**config.mk**
```make
export PLATFORM = sky130hd
export DESIGN_NAME = bc_param_top
export DESIGN_NICKNAME = d
export VERILOG_FILES = /design/src/rtl/bc_pkg.sv /design/src/rtl/bc_fifo.sv /design/src/rtl/bc_param_top.sv
export SDC_FILE = /design/constraint.sdc
export NUM_CORES = 1
export LEC_CHECK = 0
export ABC_AREA = 0
export CAP_MARGIN = 30
export CELL_PAD_IN_SITES_DETAIL_PLACEMENT = 1
export CELL_PAD_IN_SITES_GLOBAL_PLACEMENT = 2
export CORE_UTILIZATION = 31
export CTS_CLUSTER_DIAMETER = 40
export DETAILED_ROUTE_END_ITERATION = 8
export PLACE_DENSITY = 0.79
export SYNTH_ARGS = -nofsm -noshare
export SYNTH_HDL_FRONTEND = slang
export SYNTH_HIERARCHICAL = 1
export SYNTH_SLANG_ARGS = --single-unit
```
**constraint.sdc**
```tcl
create_clock -name clk -period 2.4 [get_ports clk]
set_input_delay 0.36 -clock clk [delete_from_list [all_inputs] [get_ports clk]]
set_output_delay 0.36 -clock clk [all_outputs]
set_load 0.05 [all_outputs]
```
**src/rtl/bc_pkg.sv**
```systemverilog
// Shared definitions for the broadcast data path: output-select encodings.
package bc_pkg;

    typedef logic [1:0] bc_sel_t;

    localparam bc_sel_t BC_SEL_DM   = 2'b00;
    localparam bc_sel_t BC_SEL_DRR  = 2'b01;
    localparam bc_sel_t BC_SEL_IMM  = 2'b10;
    localparam bc_sel_t BC_SEL_ZERO = 2'b11;

endpackage

```
**src/rtl/bc_fifo.sv**
```systemverilog
// Data-register queue: storage, read/write pointers, occupancy and sticky overflow.
module bc_fifo #(
    parameter int DW    = 16,
    parameter int DEPTH = 4,
    localparam int AW   = $clog2(DEPTH),
    localparam int CW   = $clog2(DEPTH) + 1
) (
    input  logic          clk,
    input  logic          rst_n,
    input  logic          push_vld_i,
    input  logic [DW-1:0] push_dt_i,
    input  logic          pop_i,
    input  logic          ovf_clr_i,
    output logic          rdy_o,
    output logic [DW-1:0] head_o,
    output logic [CW-1:0] cnt_o,
    output logic          ovf_o
);

    logic [DW-1:0] mem_q [DEPTH];
    logic [AW-1:0] wptr_q, wptr_d;
    logic [AW-1:0] rptr_q, rptr_d;
    logic [CW-1:0] cnt_q, cnt_d;
    logic          ovf_q, ovf_d;
    logic          full;
    logic          push;
    logic          pop;

    assign full  = (cnt_q == CW'(DEPTH));
    assign rdy_o = !full;
    assign push  = push_vld_i && !full;
    assign pop   = pop_i && (cnt_q != '0);

    // DEPTH is a power of two, so pointer increment wraps DEPTH-1 -> 0 on its own.
    always_comb begin
        wptr_d = push ? wptr_q + AW'(1) : wptr_q;
        rptr_d = pop  ? rptr_q + AW'(1) : rptr_q;
        cnt_d  = cnt_q;
        if (push && !pop)
            cnt_d = cnt_q + CW'(1);
        else if (pop && !push)
            cnt_d = cnt_q - CW'(1);
        // Overflow wins over a same-cycle clear.
        if (push_vld_i && full)
            ovf_d = 1'b1;
        else if (ovf_clr_i)
            ovf_d = 1'b0;
        else
            ovf_d = ovf_q;
    end

    always_ff @(posedge clk or negedge rst_n) begin
        if (!rst_n) begin
            wptr_q <= '0;
            rptr_q <= '0;
            cnt_q  <= '0;
            ovf_q  <= 1'b0;
        end else begin
            wptr_q <= wptr_d;
            rptr_q <= rptr_d;
            cnt_q  <= cnt_d;
            ovf_q  <= ovf_d;
        end
    end

    always_ff @(posedge clk) begin
        if (push)
            mem_q[wptr_q] <= push_dt_i;
    end

    assign head_o = (cnt_q != '0) ? mem_q[rptr_q] : '0;
    assign cnt_o  = cnt_q;
    assign ovf_o  = ovf_q;

endmodule

```
**src/rtl/bc_param_top.sv**
```systemverilog
// Broadcast bus source: selects memory, queued data-register, immediate or zero data.
// Optional macro BC_BYPASS_EN: push into an empty queue is forwarded to bc_dt in the same cycle.
module bc_param_top
    import bc_pkg::*;
#(
    parameter int DW    = 16,
    parameter int NSRC  = 4,
    parameter int DEPTH = 4,
    localparam int SW   = $clog2(NSRC),
    localparam int CW   = $clog2(DEPTH) + 1
) (
    input  logic              clk,
    input  logic              rst_n,
    input  logic [NSRC*DW-1:0] drr_src,
    input  logic [SW-1:0]     drr_sclt,
    input  logic              drr_vld,
    output logic              drr_rdy,
    input  logic [1:0]        di_sclt,
    input  logic [DW-1:0]     dm_bc_dt,
    input  logic [DW-1:0]     ps_bc_immdt,
    input  logic              bc_rdy,
    output logic [DW-1:0]     bc_dt,
    output logic              bc_vld,
    output logic [CW-1:0]     bc_cnt,
    input  logic              ovf_clr,
    output logic              bc_ovf
);

    logic [DW-1:0] src_word;
    logic [DW-1:0] head;
    logic          q_empty;
    logic          pop_req;
    logic          fifo_push;
    logic          byp_hit;

    // Out-of-range selects push a zero word.
    always_comb begin
        src_word = '0;
        for (int k = 0; k < NSRC; k++) begin
            if (drr_sclt == SW'(k))
                src_word = drr_src[k*DW +: DW];
        end
    end

    assign q_empty = (bc_cnt == '0);
    assign pop_req = (di_sclt == BC_SEL_DRR) && bc_rdy;

`ifdef BC_BYPASS_EN
    // A bypassed word taken by the consumer never enters the queue.
    assign byp_hit   = q_empty && drr_vld && (di_sclt == BC_SEL_DRR);
    assign fifo_push = drr_vld && !(byp_hit && bc_rdy);
`else
    assign byp_hit   = 1'b0;
    assign fifo_push = drr_vld;
`endif

    bc_fifo #(
        .DW    (DW),
        .DEPTH (DEPTH)
    ) u_fifo (
        .clk        (clk),
        .rst_n      (rst_n),
        .push_vld_i (fifo_push),
        .push_dt_i  (src_word),
        .pop_i      (pop_req),
        .ovf_clr_i  (ovf_clr),
        .rdy_o      (drr_rdy),
        .head_o     (head),
        .cnt_o      (bc_cnt),
        .ovf_o      (bc_ovf)
    );

    always_comb begin
        bc_dt  = '0;
        bc_vld = 1'b0;
        case (di_sclt)
            BC_SEL_DM: begin
                bc_dt  = dm_bc_dt;
                bc_vld = 1'b1;
            end
            BC_SEL_DRR: begin
                if (byp_hit) begin
                    bc_dt  = src_word;
                    bc_vld = 1'b1;
                end else begin
                    bc_dt  = head;
                    bc_vld = !q_empty;
                end
            end
            BC_SEL_IMM: begin
                bc_dt  = ps_bc_immdt;
                bc_vld = 1'b1;
            end
            default: begin
                bc_dt  = '0;
                bc_vld = 1'b0;
            end
        endcase
    end

endmodule
```
==> Implementation_results.wiki, run 1 <==
{| class="wikitable"
! Metric !! Value
|-
| Min cycle time layout || 2300 ps
|-
| Total chip power || 5370 uW
|-
| Via count || 2400
|-
| Row count || 39
|-
| Residual DRC || 0
|-
| Relative max-transition margin || 66.7%
|-
| Post-synthesis share of cell area spent on full adders, half adders and majority gates || 2.25%
|-
| Clock sink count || 72
|-
| TritonCTS clock tree || done
|-
| Synthesis Warnings || 6
|-
| Maximum VDD drop || 0.000371 V
|-
| Global-route wire length before repair || 13.8 mm
|-
| I/O pin total || 127
|-
| Clock group share of total power || 23.7%
|-
| Area Growth Syn to Fin || 53.0%
|-
| Portion of the post-synthesis area used by sequential elements || 57.9%
|-
| Pin count of the biggest net entering global routing || 18
|-
| Distinct cell type count of the synthesized netlist || 26
|-
| Remaining number of nets flagged by the antenna check after routing || 0
|-
| Number of flip-flops and latches in the synthesized netlist || 72
|-
| Initial standard-cell utilization of the core || 32.0%
|-
| Hold crit path type || primary input to asynchronous set/reset pin
|-
| Static leakage || 0.00201 uW
|-
| Placed cell count || 472
|-
| Post-synthesis share of cell area spent on and, or, nand and nor gates || 5.26%
|-
| Placer Congestion || 0.668
|-
| Detail Route met3 WL || 617 um
|-
| Final slew viol count || 0
|-
| Metal1 wirelength || 3.72 mm
|-
| Filler cell count || 1100
|-
| Register clock-pin slew on the reported worst setup and hold paths || 60 ps
|-
| Switching Fraction || 32.0%
|-
| Nature of the critical path endpoint || primary output
|-
| Result of the run || finished clean
|-
| Synth Area in XOR/XNOR || 1.43%
|-
| Number of maximum-capacitance violations || 0
|-
| Setup repair after global routing missed its margin || false
|-
| Net load switching power || 1720 uW
|-
| Clock buffer depth || 2
|-
| Slew at the pin closest to its max-slew limit || 498 ps
|-
| Total Routed Length || 8.56 mm
|-
| Required time of the critical path || 2040 ps
|-
| Num CTS Buffers || 9
|-
| Routed via count divided by cell count || 4.91
|-
| Post-Syn Area || 0.00367 mm^2
|-
| Layout Skew || 6.14 ps
|-
| Highest routed metal layer || met4
|-
| Fraction of layout instances using a drive strength above 1 || 22.5%
|-
| Max Freq || 435 MHz
|-
| Final-report hold violation count || 0
|-
| Compound-gate portion of the synthesized area || 4.10%
|-
| Source-to-sink clock delay at the later pin of the worst-skew pair || 330 ps
|-
| Vertical die dimension || 111 um
|-
| CTS H-tree lvls || 3
|-
| Type of the setup path with the least slack || register to primary output
|-
| Worst-path fanout max || 9
|-
| Number of DRC markers after the initial detailed-route iteration || 81
|-
| Fin area || 0.00561 mm^2
|-
| Arrival @ worst endpoint || 1940 ps
|-
| Largest family of logic cells by synthesized area || multiplexers
|-
| Final Non-Filler Cells || 489
|-
| Proportion of power drawn by flip-flops and latches || 34.3%
|-
| Clock root cell || clkbuf_16
|-
| Total routing usage reported by global routing || 14.6%
|-
| Setup violators final || 0
|-
| Cell-internal power || 3650 uW
|-
| Total power divided by cell area || 958 mW/mm^2
|-
| Total Neg Setup Slack || 0 ps
|-
| GRT Residual Overflow || 0
|-
| Total placed instance area || 0.00529 mm^2
|-
| Number of diodes || 0
|-
| Fin nets || 452
|-
| Setup crit start kind || register
|-
| Average wire per standard cell || 17.5 um
|-
| Net count of the mapped netlist || 315
|-
| Fraction of the cycle the final worst path needs || 95.9%
|-
| Worst hold slack || 318 ps
|-
| Portion of netlist area occupied by mux cells || 25.3%
|-
| Detailed placement HPWL || 6.47 mm
|-
| Area of the core || 0.0115 mm^2
|-
| Share of power burned in combinational logic || 42.0%
|-
| Vias in the first global route || 2678
|-
| Post-Syn Instances || 204
|-
| Met2 layer wire length in the routed design || 4.10 mm
|-
| Synth Area per Inst || 18.0 um^2
|-
| Die footprint || 0.0123 mm^2
|-
| Count of buffers from port buffering || 126
|-
| Antenna violations before repair || 0
|-
| Initial DRT Pass Iterations || 4
|-
| Overall die width || 111 um
|}
## worst paths after layout
path | from | end | slack (ps) | cells after the start
hold / removal | rst_n | u_fifo/ovf_o | 320 | 1
min in group clk | u_fifo/ovf_o | u_fifo/ovf_o | 520 | 2
setup / recovery | u_fifo/rptr_q[0] | bc_dt[1] | 100 | 5
setup reg to reg | u_fifo/cnt_o[2] | u_fifo/cnt_o[2] | 430 | 8
hold reg to reg | u_fifo/ovf_o | u_fifo/ovf_o | 520 | 2
max in group asynchronous | rst_n | u_fifo/rptr_q[0] | 1790 | 1
## power by group through the flow
stage | Combinational [uW] | Clock (uW) | Sequential (uW)
3_3_place_gp | 2220 | 0 | 1840
5_1_grt | 2420 | 1350 | 1880
3_5_place_dp | 2250 | 0 | 1860
4_1_cts | 2260 | 1310 | 1840
6_report | 2260 | 1270 | 1840
2_1_floorplan | 1280 | 0 | 1930
## Yosys cell counts
cell | n | area share, %
nor3_1 | 1 | 0.14
o2bb2ai_1 | 16 | 3.8
inv_1 | 5 | 0.51
xor2_1 | 3 | 0.72
xnor2_1 | 3 | 0.72
mux2i_1 | 16 | 4.4
nor3b_2 | 1 | 0.34
edfxtp_1 | 64 | 52
o21ai_0 | 2 | 0.27
nand2b_1 | 1 | 0.17
nand2_1 | 2 | 0.20
ha_1 | 5 | 1.7
mux4_1 | 6 | 4.3
nor2b_1 | 18 | 3.1
buf_12 | 1 | 0.55
and2_1 | 5 | 0.85
nor2_1 | 2 | 0.20
mux4_2 | 26 | 16
fa_1 | 1 | 0.55
dfrtp_1 | 8 | 5.5
mux2_2 | 2 | 0.61
nor3_2 | 1 | 0.27
clkbuf_1 | 2 | 0.20
buf_6 | 3 | 0.92
buf_2 | 6 | 0.82
buf_4 | 4 | 0.82
## final cells by class
cell class,instances,area (um^2),share of cell area [%]
flip-flops and latches,72,2120,37.9
multi-input cells,111,1400,25.0
repair buffers,142,1590,28.4
clock inverters,5,57.6,1.03
inverters,5,18.8,0.335
well taps,143,179,3.19
clock buffers,11,233,4.15
## metrics by stage
stage	setup WS (ps)	utilization (%)
6_report	99.2	48.9
5_1_grt	19.3	48.9
4_1_cts	27.0	48.7
3_5_place_dp	-47.5	46.2
3_3_place_gp	2.63	46.2
2_1_floorplan	94.2	-
## critical path, cell delays in order, from the launching register on
cell       delay, ps
dfrtp_2          420
buf_12           160
mux4_2           540
nor2b_1          150
o2bb2ai_1        160
buf_12           170
## what timing repair did
| action | 4_1_cts | 5_1_grt |
|---|---|---|
| hold buffers | 0 | 0 |
| gates resized for setup | 0 | 1 |
| setup endpoints to repair | 0 | 5 |
| buffers inserted | 0 | 0 |
## routing by layer
layer	GRT usage, %	vias up
li1	-	1098
met1	18.3	1188
met2	24.1	106
met3	4.26	8
met4	5.33	0
met5	0	-
## placed cells by master (no fill, tap or decap), types with 2 or more instances in the layout
master and count:
mux2i_1 16, nor2_1 2, mux2_2 2, o21ai_0 2
clkdlybuf4s50_1 109, clkinvlp_4 3, mux4_1 6, buf_4 13
mux4_2 26, xnor2_1 3, inv_1 5, xor2_1 3
nand2_1 2, nor2b_1 18, and2_1 5, edfxtp_1 64
clkbuf_1 2, o2bb2ai_1 16, buf_12 19, dfrtp_1 7
clkbuf_16 10, ha_1 5
## state kept, by name, summed over array words and instances, names as in the netlist
| register | flops |
|---|---|
| u_fifo/cnt_o | 3 |
| u_fifo/ovf_o | 1 |
| u_fifo/mem_q | 64 |
| u_fifo/rptr_q | 2 |
| u_fifo/wptr_q | 2 |
## cell families (layout without fill, tap and decap cells)
kind of cell             after synthesis  count (layout)
flip-flops                            72              72
AO/OA/AOI/OAI                         18              18
buffers and inverters                 21             163
multiplexers                          50              50
XOR/XNOR                               6               6
adder cells (fa/ha/maj)                6               6
AND/OR/NAND/NOR                       31              31
No activity file was read; power rests on OpenSTA's default activity.
==> run 2: changes to the inputs <==
==> constraint.sdc (replaced) <==
create_clock -name clk -period 2.4 [get_ports clk]
set_input_delay 0.36 -clock clk [delete_from_list [all_inputs] [get_ports clk]]
set_output_delay 0.36 -clock clk [all_outputs]
set_load 0.02 [all_outputs]
==> Implementation_results.wiki, run 2 (synthesis gave the netlist of run 1 again) <==
{| class="wikitable"
! Metric !! Value
|-
| Clock buffer depth || 2
|-
| Max Freq || 428 MHz
|-
| Slew at the pin closest to its max-slew limit || 372 ps
|-
| Leading cell types in the layout, fill and taps excluded || clkdlybuf4s50_1 (110), edfxtp_1 (64), mux4_2 (26)
|-
| Antenna violations before repair || 0
|-
| Relative max-transition margin || 75.1%
|-
| Commonest non-fill, non-tap cell in the layout || clkdlybuf4s50_1
|-
| Worst setup endpoint || bc_dt[4]
|-
| Global-route wire length before repair || 14.6 mm
|-
| Layout Skew || 4.71 ps
|-
| Sequential cell area || 0.00212 mm^2
|-
| Vias in the first global route || 2692
|-
| Fraction of the cycle the final worst path needs || 97.3%
|-
| Worst-path fanout max || 8
|-
| Row count || 39
|-
| Average wire per standard cell || 18.3 um
|-
| Setup slack, reg-to-reg || 280 ps
|-
| Vertical die dimension || 111 um
|-
| Count of buffers from port buffering || 126
|-
| Clock sink count || 72
|-
| Total routing usage reported by global routing || 15.5%
|-
| Fin nets || 457
|-
| Cells traversed along the worst timing path || buf_12, mux4_2, nor2b_1, o2bb2ai_1, clkdlybuf4s15_1
|-
| Detailed placement HPWL || 6.40 mm
|-
| Startpoint of the worst register-to-register path || u_fifo/cnt_o[2]
|-
| Area Growth Syn to Fin || 47.8%
|-
| Total Routed Length || 9.03 mm
|-
| Core utilization of the finished layout || 47.3%
|-
| Setup repair after global routing missed its margin || false
|-
| GRT Residual Overflow || 0
|-
| Routed via count divided by cell count || 4.93
|-
| Required time of the critical path || 2040 ps
|-
| Final slew viol count || 0
|-
| Hold crit path type || primary input to asynchronous set/reset pin
|-
| R2r worst-path depth || 9
|-
| Min cycle time layout || 2330 ps
|-
| Fraction of layout instances using a drive strength above 1 || 21.9%
|-
| Endpoint of the lowest-slack register-to-register path || u_fifo/cnt_o[2]
|-
| Total power divided by cell area || 927 mW/mm^2
|-
| Register clock-pin slew on the reported worst setup and hold paths || 60 ps
|-
| Number of diodes || 0
|-
| Clock root cell || clkbuf_16
|-
| Overall die width || 111 um
|-
| Num CTS Buffers || 9
|-
| Critical Path Slowest Stage Cell || mux4_2
|-
| Die footprint || 0.0123 mm^2
|-
| Launch point of the worst path || u_fifo/rptr_q[0]
|-
| Reg with most FFs || u_fifo/mem_q
|-
| Static leakage || 0.00197 uW
|-
| Number of DRC markers after the initial detailed-route iteration || 103
|-
| Residual DRC || 0
|-
| Pin count of the biggest net entering global routing || 19
|-
| Number of flip-flops in the largest register || 64
|-
| Via count || 2437
|-
| Maximum VDD drop || 0.000382 V
|-
| Slowest cell delay on critical path || 520 ps
|-
| TritonCTS clock tree || done
|-
| Area of the core || 0.0115 mm^2
|-
| CTS H-tree lvls || 3
|-
| Initial DRT Pass Iterations || 4
|-
| Type of the setup path with the least slack || register to primary output
|-
| Hold Buf Count CTS || 0
|-
| Total Neg Setup Slack || 0 ps
|-
| Final-report hold violation count || 0
|-
| Placer Congestion || 0.680
|-
| Area occupied by multi-input gates || 0.00140 mm^2
|-
| Filler cell count || 1137
|-
| Nature of the critical path endpoint || primary output
|-
| Setup violators final || 0
|-
| Setup crit start kind || register
|-
| Source-to-sink clock delay at the later pin of the worst-skew pair || 320 ps
|-
| Number of maximum-capacitance violations || 0
|-
| Initial standard-cell utilization of the core || 32.0%
|-
| I/O pin total || 127
|-
| Result of the run || finished clean
|-
| Arrival @ worst endpoint || 1970 ps
|-
| Remaining number of nets flagged by the antenna check after routing || 0
|}
-- run 2: cell count changes in the layout (fill, tap and decap cells not counted) --
cell             before  now
buf_12               19    5
buf_2                 0    7
clkbuf_2              0    6
buf_4                13   16
clkinvlp_4            3    0
clkdlybuf4s15_1       0    2
clkinv_1              0    2
clkbuf_16            10    9
clkdlybuf4s50_1     109  110
clkinv_2              1    2
dlygate4sd2_1         0    1
-- run 2: stage by stage --
stage	worst slack (ps)	area [um^2]	power [uW]	instances	hold slack, ps
after floorplan	274	3670	2980	204	64.4
after global placement	-137	5150	3700	476	513
after detailed placement	-143	5150	3760	476	523
after CTS	-79.1	5460	5120	494	325
after global routing	4.19	5420	5300	494	348
final	65.2	5420	5030	494	321
-- run 2: final cells by class --
cell class                      count  share of cell area [%]
Inverter                            5                   0.346
Tap cell                          143                    3.30
Multi-Input combinational cell    111                    25.9
Clock buffer                       11                    4.29
Timing Repair Buffer              147                    26.1
Sequential cell                    72                    39.2
Clock inverter                      5                   0.877
-- run 2: per-layer routing --
layer	routed length, um	up-vias	GRT usage [%]	part of all wire [%]
li1	-	1108	-	-
met1	3910	1210	19.3	43
met2	4430	115	25.9	49
met3	604	4	3.99	6.7
met4	80	0	5.60	0.89
met5	0	-	0	0
-- run 2: worst max-delay path, delay by kind of cell (launching register included) --
family / cells / cell delay [ps]
buffers and inverters: 2 / 440
AOI/OAI and AO/OA: 1 / 120
DFF: 1 / 410
and+or+nand+nor: 1 / 150
muxes: 1 / 520
-- run 2: repair_timing --
item | CTS | global route
setup buffers | 2 | 0
pin swaps | 0 | 0
setup endpoints to repair | 16 | 12
resized for setup | 38 | 20
-- run 2: worst min-delay path by stage --
stage / depth (start not counted) / slack, ps / end / startpoint
after CTS: 1 / 320 / u_fifo/rptr_q[1] / rst_n
final: 1 / 320 / u_fifo/cnt_o[0] / rst_n
after global placement: 2 / 510 / u_fifo/ovf_o / u_fifo/ovf_o
after floorplan: 0 / 60 / u_fifo/cnt_o[0] / rst_n
after global routing: 1 / 350 / u_fifo/cnt_o[0] / rst_n
after detailed placement: 2 / 520 / u_fifo/ovf_o / u_fifo/ovf_o
-- run 2: power by group --
group	switching, uW	internal (uW)	leakage (uW)
clock network	462	794	0.000138
registers	133	1700	0.000681
logic	888	1050	0.00115
